[src/rtl/mode_key_ctrl.sv]
// Front-panel key stage: synchronises and debounces the mode and LED buttons and
// steps mode_select / led_select. Optional long-press reset via MODE_KEY_LONGPRESS_EN.

module key_debounce #(
    parameter int DEBOUNCE_CYCLES = 1000000
) (
    input  logic clk,
    input  logic rst,
    input  logic key_n,
    output logic level
);
    localparam int DB_W = $clog2(DEBOUNCE_CYCLES);
    localparam logic [DB_W-1:0] DB_MAX = DB_W'(DEBOUNCE_CYCLES - 1);

    logic            sync1;
    logic            sync2;
    logic [DB_W-1:0] cnt;

    // NOTE: sequential state uses non-blocking assignments so every flop samples
    // the pre-edge values; blocking here would collapse the synchroniser chain.
    always_ff @(posedge clk or posedge rst) begin
        if (rst) begin
            sync1 <= 1'b1;
            sync2 <= 1'b1;
            level <= 1'b1;
            cnt   <= '0;
        end else begin
            sync1 <= key_n;
            sync2 <= sync1;
            if (sync2 == level) begin
                cnt <= '0;
            end else if (cnt == DB_MAX) begin
                level <= sync2;
                cnt   <= '0;
            end else begin
                cnt <= cnt + 1'b1;
            end
        end
    end
endmodule

module mode_key_ctrl #(
    parameter int DEBOUNCE_CYCLES = 1000000,
    parameter int MODE_NUM        = 4,
    parameter int LED_NUM         = 8
`ifdef MODE_KEY_LONGPRESS_EN
    , parameter int LONG_CYCLES   = 50000000
`endif
) (
    input  logic       clk,
    input  logic       rst,
    input  logic       key_mode_n,
    input  logic       key_led_n,
    output logic [3:0] mode_select,
    output logic [3:0] led_select,
    output logic       mode_changed
);
    localparam logic [3:0] MODE_MAX = 4'(MODE_NUM - 1);
    localparam logic [3:0] LED_MAX  = 4'(LED_NUM - 1);

`ifdef MODE_KEY_LONGPRESS_EN
    typedef enum logic [1:0] {IDLE, PRESSED, LONG} key_state_t;
`else
    typedef enum logic {IDLE, PRESSED} key_state_t;
`endif

    logic       mode_level;
    logic       led_level;
    key_state_t mode_state, mode_state_nxt;
    key_state_t led_state, led_state_nxt;
    logic       mode_step;
    logic       mode_clear;
    logic       led_step;

    key_debounce #(.DEBOUNCE_CYCLES(DEBOUNCE_CYCLES)) u_db_mode (
        .clk   (clk),
        .rst   (rst),
        .key_n (key_mode_n),
        .level (mode_level)
    );

    key_debounce #(.DEBOUNCE_CYCLES(DEBOUNCE_CYCLES)) u_db_led (
        .clk   (clk),
        .rst   (rst),
        .key_n (key_led_n),
        .level (led_level)
    );

    always_ff @(posedge clk or posedge rst) begin
        if (rst) begin
            mode_state <= IDLE;
            led_state  <= IDLE;
        end else begin
            mode_state <= mode_state_nxt;
            led_state  <= led_state_nxt;
        end
    end

`ifdef MODE_KEY_LONGPRESS_EN
    localparam int HOLD_W = $clog2(LONG_CYCLES);
    localparam logic [HOLD_W-1:0] HOLD_MAX = HOLD_W'(LONG_CYCLES - 1);

    logic [HOLD_W-1:0] hold_cnt;

    // Hold time is measured from entry into PRESSED; it restarts on every new press.
    always_ff @(posedge clk or posedge rst) begin
        if (rst) begin
            hold_cnt <= '0;
        end else if (mode_state != PRESSED) begin
            hold_cnt <= '0;
        end else begin
            hold_cnt <= hold_cnt + 1'b1;
        end
    end

    always_comb begin
        mode_state_nxt = mode_state;
        case (mode_state)
            IDLE:    if (!mode_level) mode_state_nxt = PRESSED;
            PRESSED: if (mode_level) mode_state_nxt = IDLE;
                     else if (hold_cnt == HOLD_MAX) mode_state_nxt = LONG;
            LONG:    if (mode_level) mode_state_nxt = IDLE;
            default: mode_state_nxt = IDLE;
        endcase
    end

    always_comb begin
        mode_step  = (mode_state == PRESSED) && mode_level;
        mode_clear = (mode_state == PRESSED) && !mode_level && (hold_cnt == HOLD_MAX);
    end
`else
    // NOTE: every always_comb output gets a default assignment first, so no
    // path through the case leaves it unassigned and no latch is inferred.
    always_comb begin
        mode_state_nxt = mode_state;
        case (mode_state)
            IDLE:    if (!mode_level) mode_state_nxt = PRESSED;
            PRESSED: if (mode_level) mode_state_nxt = IDLE;
            default: mode_state_nxt = IDLE;
        endcase
    end

    always_comb begin
        mode_step  = (mode_state == IDLE) && !mode_level;
        mode_clear = 1'b0;
    end
`endif

    always_comb begin
        led_state_nxt = led_state;
        case (led_state)
            IDLE:    if (!led_level) led_state_nxt = PRESSED;
            PRESSED: if (led_level) led_state_nxt = IDLE;
            default: led_state_nxt = IDLE;
        endcase
    end

    always_comb begin
        led_step = (led_state == IDLE) && !led_level;
    end

    // A long-press clear overrides any LED step landing on the same cycle.
    always_ff @(posedge clk or posedge rst) begin
        if (rst) begin
            mode_select  <= '0;
            led_select   <= '0;
            mode_changed <= 1'b0;
        end else begin
            mode_changed <= mode_step || mode_clear;
            if (mode_clear) begin
                mode_select <= '0;
                led_select  <= '0;
            end else begin
                if (mode_step)
                    mode_select <= (mode_select == MODE_MAX) ? 4'd0 : mode_select + 4'd1;
                if (led_step)
                    led_select <= (led_select == LED_MAX) ? 4'd0 : led_select + 4'd1;
            end
        end
    end
endmodule

[config.mk]
export PLATFORM = sky130hd
export DESIGN_NAME = mode_key_ctrl
export DESIGN_NICKNAME = d
export VERILOG_FILES = /design/src/rtl/mode_key_ctrl.sv
export SDC_FILE = /design/constraint.sdc
export NUM_CORES = 1
export LEC_CHECK = 0
export ABC_AREA = 1
export ABC_CLOCK_PERIOD_IN_PS = 2400
export CELL_PAD_IN_SITES_DETAIL_PLACEMENT = 1
export CELL_PAD_IN_SITES_GLOBAL_PLACEMENT = 2
export CORE_UTILIZATION = 39
export CTS_CLUSTER_DIAMETER = 80
export CTS_CLUSTER_SIZE = 16
export DETAILED_ROUTE_END_ITERATION = 8
export GPL_TIMING_DRIVEN = 0
export PLACE_DENSITY_LB_ADDON = 0.1
export SLEW_MARGIN = 15
export SYNTH_ARGS = -nofsm -noshare
export SYNTH_HDL_FRONTEND = slang
export SYNTH_SLANG_ARGS = --single-unit
[constraint.sdc]
create_clock -name clk -period 2.4 [get_ports clk]
set_input_delay 0.36 -clock clk [delete_from_list [all_inputs] [get_ports clk]]
set_output_delay 0.36 -clock clk [all_outputs]
set_load 0.01 [all_outputs]
Word-level counts from Yosys, hierarchy flattened:

Cells that the tools add are included.
W data, S select, Z words.

* register bits after elaboration: 57
* input port bits: 4
* output and inout bits: 9
* logic and storage cells: 41

* add/sub/neg operators: 4
* equal/unequal tests: 6
* mux-type cells: 8
* bitwise gates (word level): 4
* reduce and logical (&&, ||, !) cells: 6

Operators by type and width (count)
* $mux W20: 4
* $add A20 B1 Y20 const B: 2
* $eq A20 B20 Y1 const B: 2
* $add A4 B1 Y4 const B: 2
* $mux W4: 2
* $eq A4 B2 Y1 const B: 1
* $eq A4 B3 Y1 const B: 1
* $not A1 Y1: 4
* $reduce_and A2 Y1: 2
* $eq A1 B1 Y1: 2
* $logic_and A1 B1 Y1: 2
* $logic_not A1 Y1: 2
* $mux W1: 2

Longest topological paths before layout:

Gate-level depths: netlist of run 1.

* depth in word-level cells: 3
* mapped depth: 9
* depth with buffers taken out: 9

Hierarchy:

From an unflattened synthesis of run 1, not the netlist that was laid out.

* cells, all modules: 380
* area, all modules: 3186.8 um^2

Modules (own cells, without submodules)
* key_debounce: instances 2, cells each 162, area each 1342.5 um^2, sequential area each 579.3 um^2
* mode_key_ctrl: instances 1, cells each 56, area each 501.7 um^2, sequential area each 275.3 um^2

Worst setup path before layout of run 1:

OpenSTA, ideal clock, no wires.

* path kind: register to register
* from: register u_db_mode.cnt[0]
* to: register u_db_mode.cnt[18]
* arrival time: 1217 ps
* data required time: 2277 ps
* path slack: 1061 ps
* stages on the path, launching flop included: 7
* path buffers: 0
* period minus slack after synthesis: 1339 ps
* cell sequence: dfrtp_1 > ha_1 > nand3_4 > nor2_4 > nand3_1 > nand2_1 > nor2_1

* cells in the longest elaborated chain, start to end: 3
* elaborated cells between the ends (all ways): 4
* those cells by class: 1 x add/sub; 1 x eq/ne; 2 x mux

RTL lines
* start, declared: RTL line 17 `logic [DB_W-1:0] cnt;`
* start signal, assigned: RTL line 36 `cnt <= cnt + 1'b1;`
* $add A20 B1 Y20 or $eq A20 B20 Y1 (tied branches): RTL line 36, 32
* $mux W20 *: RTL line 32 `end else if (cnt == DB_MAX) begin`
* $mux W20 *: RTL line 30 `if (sync2 == level) begin`

Mark *: on every way between the ends. The rest lies on a longest branch, timed or not.
A chain may end at the register's enable or synchronous reset.

Worst setup path after layout of run 1:

* from: register mode_select[2]
* to: output mode_select[2]

RTL lines
* start, declared: RTL line 54 `output logic [3:0] mode_select,`
* start signal, assigned: RTL line 175 `mode_select <= (mode_select == MODE_MAX) ? 4'd0 : mode_select + 4'd1;`

No word-level cell between the ends.

==> impl_metrics.env, run 1 <==
export IMPL_outcome="completed"
export IMPL_min_to="u_db_mode.sync2$_DFF_PP1_"
export IMPL_max_freq_mhz=595
export IMPL_fillers=904
export IMPL_tightest_slew_ps=717
export IMPL_cts_sinks=57
export IMPL_critPathMaxStageDelay_ps=560
export IMPL_synth_avg_cell_area_sq_um=8.19
export IMPL_power_switching_w=0.000491
export IMPL_dieArea_sq_um=7840
export IMPL_cp_start_kind="flip-flop"
export IMPL_power_share_clock=0.469
export IMPL_cts_buffers=9
export IMPL_gr_total_overflow=0
export IMPL_wl_um=6560
export IMPL_drc=0
export IMPL_die_width_um=88.6
export IMPL_final_common_cell="nor2_1"
export IMPL_area_growth_pct=15.4
export IMPL_grt_usage=0.192
export IMPL_path_max_fanout=5
export IMPL_holdBufCountCts=0
export IMPL_finalSetupViolCount=0
export IMPL_ff_latch_area_sq_um=1430
export IMPL_power_static_leakage_nw=1.41
export IMPL_antenna_found_initial=0
export IMPL_synth_seq_cells=57
export IMPL_multi_input_area_sq_um=1350
export IMPL_grt_pass1_vias=2250
export IMPL_dr_pass1_iters=4
export IMPL_path_cells="clkdlybuf4s50_1"
export IMPL_wl_per_cell_um=13.6
export IMPL_viasPerCell=4.76
export IMPL_finalCritPeriodShare=0.700
export IMPL_ys_top_cells_by_area="dfrtp_1 44%, nor2_1 11%, nand2_1 7.8%"
export IMPL_drtIter0Drc=55
export IMPL_cts_buffer_depth=2
export IMPL_finalClockSkew_ps=8.99
export IMPL_tns_ps=0
export IMPL_fp_dieH_um=88.6
export IMPL_crit_family="buffers and inverters"
export IMPL_hold_path_class="flip-flop to flip-flop"
export IMPL_gp_congestion=0.767
export IMPL_cts_resized=0
export IMPL_r2r_start="u_db_mode.cnt[0]$_DFF_PP0_"
export IMPL_ys_seq_area_frac=0.491
export IMPL_pwr_share_seq=0.500
export IMPL_synth_area_leader_cell="dfrtp_1"
export IMPL_fin_crit_ps=1680
export IMPL_htree_levels=3
export IMPL_critPathBufInv=1
export IMPL_worstHoldPathCells=0
export IMPL_power_frac_comb=0.031
export IMPL_crit_path_end_kind="output pin"
export IMPL_yosysUniqueCellTypes=27
export IMPL_criticalPathCategory="flip-flop to output pin"
export IMPL_syn_cell_area_sq_um=2920
export IMPL_p_per_area_nw_per_um2=584
export IMPL_syn_inst=357
export IMPL_drv_cap=0
export IMPL_rsz0062_at_grt="no"
export IMPL_reg2reg_slack_ps=740
export IMPL_placedCellCount=468
export IMPL_cts_root_buf="clkbuf_8"
export IMPL_hpwl_um=4790
export IMPL_worstHoldStart="u_db_mode.sync1$_DFF_PP1_"
export IMPL_design_core_area_sq_um=7250
export IMPL_final_cell_mix="86 x nor2_1, 61 x nand2_1, 51 x dfrtp_1"
export IMPL_start_util=0.403
export IMPL_nets=388
export IMPL_vias=2306
export IMPL_ioPinCount=13
export IMPL_relSlewSlack=0.522
export IMPL_ys_warn_count=0
export IMPL_cts_setup_buffers=0
export IMPL_crit_path_top_delay_cell="clkdlybuf4s50_1"
export IMPL_worstPathArrival_ps=1320
export IMPL_r2r_end="u_db_mode.cnt[18]$_DFF_PP0_"
export IMPL_grt_max_degree=58
export IMPL_final_cell_count_no_fill=484
export IMPL_ant_nets=0
export IMPL_required_ps=2040
export IMPL_grt_pass1_wl_um=11200
export IMPL_reg2reg_depth=6
export IMPL_drive_above_1_share=0.112
export IMPL_rows=31
export IMPL_internal_power_w=0.00148
export IMPL_switching_share=0.249
export IMPL_cts_tree="built"
export IMPL_peakVddDrop_v=0.000348
export IMPL_clk_pin_slew_ps=80
export IMPL_yosys_area_top_type_share=0.437
export IMPL_drv_slew=0
export IMPL_syn_nets=365
export IMPL_clock_latency_ps=340
export IMPL_n_antenna_cell=0
export IMPL_finalHoldViolCount=0
export IMPL_io_buffers=12
synthesized netlist by cell type:
cell,n
dfstp_2,6
nand3_4,1
inv_1,37
buf_2,1
a21oi_1,7
ha_1,4
nand3b_1,1
mux2_2,1
nand2_1,61
nor2_2,3
o21ai_0,7
or2_2,1
nor3b_1,1
and2_1,1
nor2_4,4
nand3_2,1
xnor2_1,8
nor2_1,86
nand2_2,6
o21ai_1,2
nor3_4,1
xor2_1,17
xor2_2,1
dfrtp_1,51
nor3_1,9
nand3_1,36
nand4_1,3
logic make-up after synthesis:
kind of cell	count (synthesis)	share of synthesized area
AOI/OAI and AO/OA	16	0.0274
xor gates and xnor gates	26	0.0805
adders and majority gates	4	0.0171
buffers and inverters	38	0.0492
DFF	57	0.491
muxes	1	0.00385
and+or+nand+nor	215	0.331
final cells by class:
cell class                      count  area share
Tap cell                           99      0.0367
Buffer                              1     0.00148
Clock inverter                      7      0.0237
Inverter                           37      0.0419
Sequential cell                    57       0.425
Clock buffer                        9      0.0367
Multi-Input combinational cell    262       0.399
Timing Repair Buffer               12      0.0356
power by group through the flow:
stage	Clock [W]	Combinational (W)	Sequential [W]
2_1_floorplan	0	0.0000431	0.00100
3_3_place_gp	0	0.0000616	0.00100
3_5_place_dp	0	0.0000643	0.00100
4_1_cts	0.000958	0.0000644	0.000985
5_1_grt	0.00100	0.0000708	0.000986
6_report	0.000924	0.0000611	0.000985
stage by stage:
stage | setup WS, ps | power, W | util | hold slack [ps] | cell area, sq um
finish | 719 | 0.00197 | 0.465 | 360 | 3370
global route | 607 | 0.00206 | 0.465 | 365 | 3370
CTS | 695 | 0.00201 | 0.465 | 360 | 3370
detailed placement | 710 | 0.00107 | 0.437 | 348 | 3170
global placement | -472 | 0.00106 | 0.437 | 347 | 3170
floorplan | 650 | 0.00104 | - | 345 | 2920
worst max path at each step:
stage	from	end	slack, ps	depth (start not counted)
after floorplan	rst	led_select[0]$_DFFE_PP0P_	650	1
after global placement	rst	u_db_mode.cnt[2]$_DFF_PP0_	-470	2
after detailed placement	u_db_mode.cnt[0]$_DFF_PP0_	u_db_mode.cnt[18]$_DFF_PP0_	710	6
after CTS	u_db_mode.cnt[0]$_DFF_PP0_	u_db_mode.cnt[18]$_DFF_PP0_	690	6
after global routing	u_db_mode.cnt[0]$_DFF_PP0_	u_db_mode.cnt[18]$_DFF_PP0_	610	6
final	mode_select[2]$_DFFE_PP0P_	mode_select[2]	720	1
sequential cells by signal, indices dropped and copies added, names as in the netlist:
register         flops
led_select           4
mode_state           1
u_db_led.sync2       1
u_db_mode.cnt       20
led_state            1
u_db_led.level       1
u_db_led.sync1       1
u_db_led.cnt        20
mode_changed         1
u_db_mode.sync2      1
u_db_mode.level      1
mode_select          4
u_db_mode.sync1      1
per-layer routing:
metal	share of wire	track usage	wire length, um	vias to the layer above
met5	0	0	0	-
met4	0.0081	0.0528	53	0
met3	0.024	0.0532	156	7
met2	0.48	0.302	3150	20
met1	0.49	0.260	3200	1110
li1	-	-	-	1169
Note: power is estimated with default switching activity, not from simulation.
==> inputs of run 2 (changes only) <==
Settings changed: ABC_CLOCK_PERIOD_IN_PS 2400 to 1700, CORE_UTILIZATION 39 to 36.
Clock period 2.4 ns to 1.7 ns, I/O delays scaled along.
==> impl_metrics.env, run 2 (same netlist as run 1, synthesis figures left out) <==
export IMPL_outcome="completed"
export IMPL_n_antenna_cell=0
export IMPL_fin_crit_ps=1580
export IMPL_antenna_found_initial=0
export IMPL_criticalPathCategory="flip-flop to output pin"
export IMPL_dieArea_sq_um=8480
export IMPL_final_common_cell="nor2_1"
export IMPL_dr_pass1_iters=4
export IMPL_drv_slew=0
export IMPL_start_util=0.374
export IMPL_finalHoldViolCount=0
export IMPL_hpwl_um=4860
export IMPL_final_cell_count_no_fill=487
export IMPL_worst_slack_ps=122
export IMPL_gp_congestion=0.744
export IMPL_vias=2326
export IMPL_crit_path_top_delay_cell="clkdlybuf4s50_1"
export IMPL_grt_max_degree=58
export IMPL_peakVddDrop_v=0.000388
export IMPL_max_freq_mhz=634
export IMPL_gr_total_overflow=0
export IMPL_drive_above_1_share=0.117
export IMPL_required_ps=1440
export IMPL_fp_dieH_um=92.1
export IMPL_ant_nets=0
export IMPL_cts_sinks=57
export IMPL_io_buffers=12
export IMPL_p_per_area_nw_per_um2=817
export IMPL_hold_path_class="input port to flip-flop"
export IMPL_worstPathArrival_ps=1320
export IMPL_clk_pin_slew_ps=70
export IMPL_drv_cap=0
export IMPL_critPathMaxStageDelay_ps=560
export IMPL_reg2reg_depth=8
export IMPL_critPathBufInv=1
export IMPL_grt_usage=0.182
export IMPL_design_core_area_sq_um=7810
export IMPL_power_static_leakage_nw=1.42
export IMPL_relSlewSlack=0.522
export IMPL_path_cells="clkdlybuf4s50_1"
export IMPL_drtIter0Drc=64
export IMPL_post_route_util=0.434
export IMPL_grt_pass1_wl_um=11800
export IMPL_clock_latency_ps=350
export IMPL_crit_family="buffers and inverters"
export IMPL_viasPerCell=4.78
export IMPL_cts_buffer_depth=2
export IMPL_dp_slack_ps=-6.37
export IMPL_placedCellCount=471
export IMPL_final_cell_mix="86 x nor2_1, 60 x nand2_1, 51 x dfrtp_1"
export IMPL_crit_path_end_kind="output pin"
export IMPL_tightest_slew_ps=717
export IMPL_largest_registers="u_db_led.cnt (20), u_db_mode.cnt (20)"
export IMPL_power_w=0.00277
export IMPL_area_growth_pct=16.0
export IMPL_cp_start_kind="flip-flop"
export IMPL_crit_start="led_select[2]$_DFFE_PP0P_"
export IMPL_nets=388
export IMPL_cts_buffers=9
export IMPL_wl_per_cell_um=13.8
export IMPL_cts_tree="built"
export IMPL_worstHoldStart="key_mode_n"
export IMPL_wl_um=6720
export IMPL_cts_setup_buffers=0
export IMPL_rows=32
export IMPL_min_to="u_db_mode.sync1$_DFF_PP1_"
export IMPL_worstHoldPathCells=1
export IMPL_r2r_start="u_db_led.cnt[0]$_DFF_PP0_"
export IMPL_path_max_fanout=5
export IMPL_rsz0062_at_grt="no"
export IMPL_reg2reg_slack_ps=160
export IMPL_finalCritPeriodShare=0.928
export IMPL_drc=0
export IMPL_ioPinCount=13
export IMPL_finalClockSkew_ps=12.0
export IMPL_htree_levels=3
export IMPL_finalSetupViolCount=0
export IMPL_holdBufCountCts=0
export IMPL_grt_pass1_vias=2391
export IMPL_cts_root_buf="clkbuf_8"
export IMPL_die_width_um=92.1
export IMPL_r2r_end="u_db_led.cnt[18]$_DFF_PP0_"
[run 2: changes by cell type in the layout (fill, tap and decap cells not counted)]
cell | previous run | this run
nand3_2 | 1 | 2
nand2_4 | 0 | 2
nand2_2 | 6 | 5
nand3_1 | 36 | 35
clkinv_4 | 3 | 0
nand2_1 | 61 | 60
clkbuf_1 | 0 | 1
inv_6 | 1 | 0
clkinv_2 | 0 | 2
clkbuf_8 | 9 | 10
ha_1 | 4 | 3
ha_2 | 0 | 1
[run 2: timing repair]
action | in CTS | in global routing
pin swaps | 0 | 0
gates resized for setup | 1 | 4
endpoints found under the setup margin | 6 | 15
[run 2: layer usage]
metal	track usage	up-vias	part of all wire
met1	0.240	1131	0.49
li1	-	1165	-
met5	0	-	0
met4	0.0820	0	0.021
met2	0.292	19	0.47
met3	0.0299	11	0.020
[run 2: per-stage QoR]
stage          cell area [sq um]  hold WS, ps  setup TNS [ps]
2_1_floorplan               2920          259               0
3_3_place_gp                3170          347          -59720
3_5_place_dp                3170          347           -6.37
4_1_cts                     3370          311               0
5_1_grt                     3390          309               0
6_report                    3390          320               0
[run 2: area by class of cell]
type                    instances  area [sq um]
clock buffers                  11           141
clock inverters                 5          55.1
repair buffers                 12           120
inverters                      37           141
well taps                     102           128
fillers                       963          4420
multi-input cells             262          1370
flip-flops and latches         57          1430
plain buffers                   1          5.00
[run 2: worst max path at each step]
stage                                  endpoint  slack (ps)  cells past startpoint
finish                            led_select[2]         120                      1
global route        u_db_mode.cnt[19]$_DFF_PP0_         0.2                      7
CTS                  u_db_led.cnt[18]$_DFF_PP0_          30                      8
detailed placement  u_db_mode.cnt[18]$_DFF_PP0_          -6                      6
global placement      led_select[3]$_DFFE_PP0P_       -1110                      2
floorplan             led_select[0]$_DFFE_PP0P_          60                      1
[run 2: power by group]
part / leakage (nW) / internal, W / switching, W
Combinational: 0.579 / 0.0000257 / 0.0000638
Sequential: 0.749 / 0.00138 / 0.0000152
Clock: 0.0953 / 0.000712 / 0.000577
==> inputs of run 3 (changes only) <==
Settings changed: GPL_TIMING_DRIVEN 0 to default.
==> impl_metrics.env, run 3 (same netlist as run 1, synthesis figures left out) <==
export IMPL_outcome="completed"
export IMPL_reg2reg_depth=6
export IMPL_cts_buffers=9
export IMPL_rsz0062_at_grt="no"
export IMPL_grt_pass1_wl_um=12000
export IMPL_crit_path_end_kind="output pin"
export IMPL_cts_root_buf="clkbuf_8"
export IMPL_cp_start_kind="flip-flop"
export IMPL_hold_path_class="input port to async pin"
export IMPL_drv_cap=0
export IMPL_clock_latency_ps=340
export IMPL_final_cell_count_no_fill=490
export IMPL_gr_total_overflow=0
export IMPL_finalClockSkew_ps=11.2
export IMPL_vias=2317
export IMPL_n_antenna_cell=0
export IMPL_tns_ps=0
export IMPL_dieArea_sq_um=8480
export IMPL_placedCellCount=474
export IMPL_cts_buffer_depth=2
export IMPL_critPathMaxStageDelay_ps=560
export IMPL_hpwl_um=4950
export IMPL_relSlewSlack=0.670
export IMPL_drtIter0Drc=58
export IMPL_viasPerCell=4.73
export IMPL_cts_setup_buffers=0
export IMPL_rows=32
export IMPL_io_buffers=12
export IMPL_criticalPathCategory="flip-flop to output pin"
export IMPL_finalCritPeriodShare=0.930
export IMPL_final_common_cell="nor2_1"
export IMPL_dr_pass1_iters=4
export IMPL_grt_pass1_vias=2453
export IMPL_wl_per_cell_um=13.8
export IMPL_path_max_fanout=5
export IMPL_design_core_area_sq_um=7810
export IMPL_finalSetupViolCount=0
export IMPL_drv_slew=0
export IMPL_drive_above_1_share=0.113
export IMPL_worstPathArrival_ps=1330
export IMPL_clk_pin_slew_ps=70
export IMPL_grt_max_degree=58
export IMPL_crit_path_top_delay_cell="clkdlybuf4s50_1"
export IMPL_required_ps=1440
export IMPL_largest_registers="u_db_led.cnt (20), u_db_mode.cnt (20)"
export IMPL_start_util=0.374
export IMPL_holdBufCountCts=0
export IMPL_max_freq_mhz=632
export IMPL_power_w=0.00296
export IMPL_worstSetupPathDepth=1
export IMPL_drc=0
export IMPL_cts_resized=0
export IMPL_antenna_found_initial=0
export IMPL_p_per_area_nw_per_um2=861
export IMPL_finalHoldViolCount=0
export IMPL_path_cells="clkdlybuf4s50_1"
export IMPL_critPathBufInv=1
export IMPL_gp_congestion=0.771
export IMPL_final_cell_mix="86 x nor2_1, 61 x nand2_1, 51 x dfrtp_1"
export IMPL_fp_dieH_um=92.1
export IMPL_die_width_um=92.1
export IMPL_area_growth_pct=17.7
export IMPL_tightest_slew_ps=491
export IMPL_grt_usage=0.185
export IMPL_cts_sinks=57
export IMPL_cts_tree="built"
export IMPL_fin_crit_ps=1580
export IMPL_nets=391
export IMPL_power_static_leakage_nw=1.45
export IMPL_peakVddDrop_v=0.000571
export IMPL_wl_um=6740
export IMPL_ant_nets=0
export IMPL_htree_levels=3
export IMPL_crit_family="buffers and inverters"
export IMPL_ioPinCount=13
==> run 3: changes by cell type in the layout (fill, tap and decap cells not counted), moves of 2 or more <==
cell,before,now
buf_4,0,3
clkbuf_8,10,12
clkinv_2,2,0
clkinvlp_4,2,0
nand2_4,2,0
==> run 3: power breakdown <==
group / switching, W / internal [W] / leakage [nW]
Combinational: 0.0000628 / 0.0000311 / 0.585
Clock: 0.000532 / 0.000947 / 0.117
Sequential: 0.0000143 / 0.00138 / 0.749
==> run 3: worst paths after layout <==
path	slack, ps	from	endpoint
min in group clk	320	key_mode_n	u_db_mode.sync1$_DFF_PP1_
min reg2reg	360	u_db_led.sync1$_DFF_PP1_	u_db_led.sync2$_DFF_PP1_
min	280	rst	mode_select[1]$_DFFE_PP0P_
max	120	led_select[2]$_DFFE_PP0P_	led_select[2]
max in group asynchronous	1110	rst	u_db_mode.sync2$_DFF_PP1_
max reg2reg	160	u_db_mode.cnt[0]$_DFF_PP0_	u_db_mode.cnt[18]$_DFF_PP0_
==> run 3: cell type report <==
class | count | area [sq um]
inverters | 37 | 139
fillers | 955 | 4370
multi-input cells | 262 | 1350
clock inverters | 2 | 60.1
repair buffers | 16 | 163
flip-flops and latches | 57 | 1430
well taps | 102 | 128
clock buffers | 14 | 173
==> run 3: per-layer routing <==
| metal | vias up | share of wire | track usage |
|---|---|---|---|
| met5 | - | 0 | 0 |
| met4 | 0 | 0.016 | 0.0664 |
| met3 | 9 | 0.031 | 0.0473 |
| met2 | 27 | 0.46 | 0.289 |
| met1 | 1107 | 0.49 | 0.247 |
| li1 | 1174 | - | - |
==> run 3: through the flow <==
stage | utilization | instance area [sq um] | setup WS [ps] | hold WS, ps
finish | 0.441 | 3440 | 119 | 278
floorplan | - | 2920 | 55.3 | 259
global route | 0.441 | 3440 | 17.9 | 311
detailed placement | 0.411 | 3210 | 126 | 349
global placement | 0.411 | 3210 | 196 | 351
CTS | 0.441 | 3440 | 104 | 290
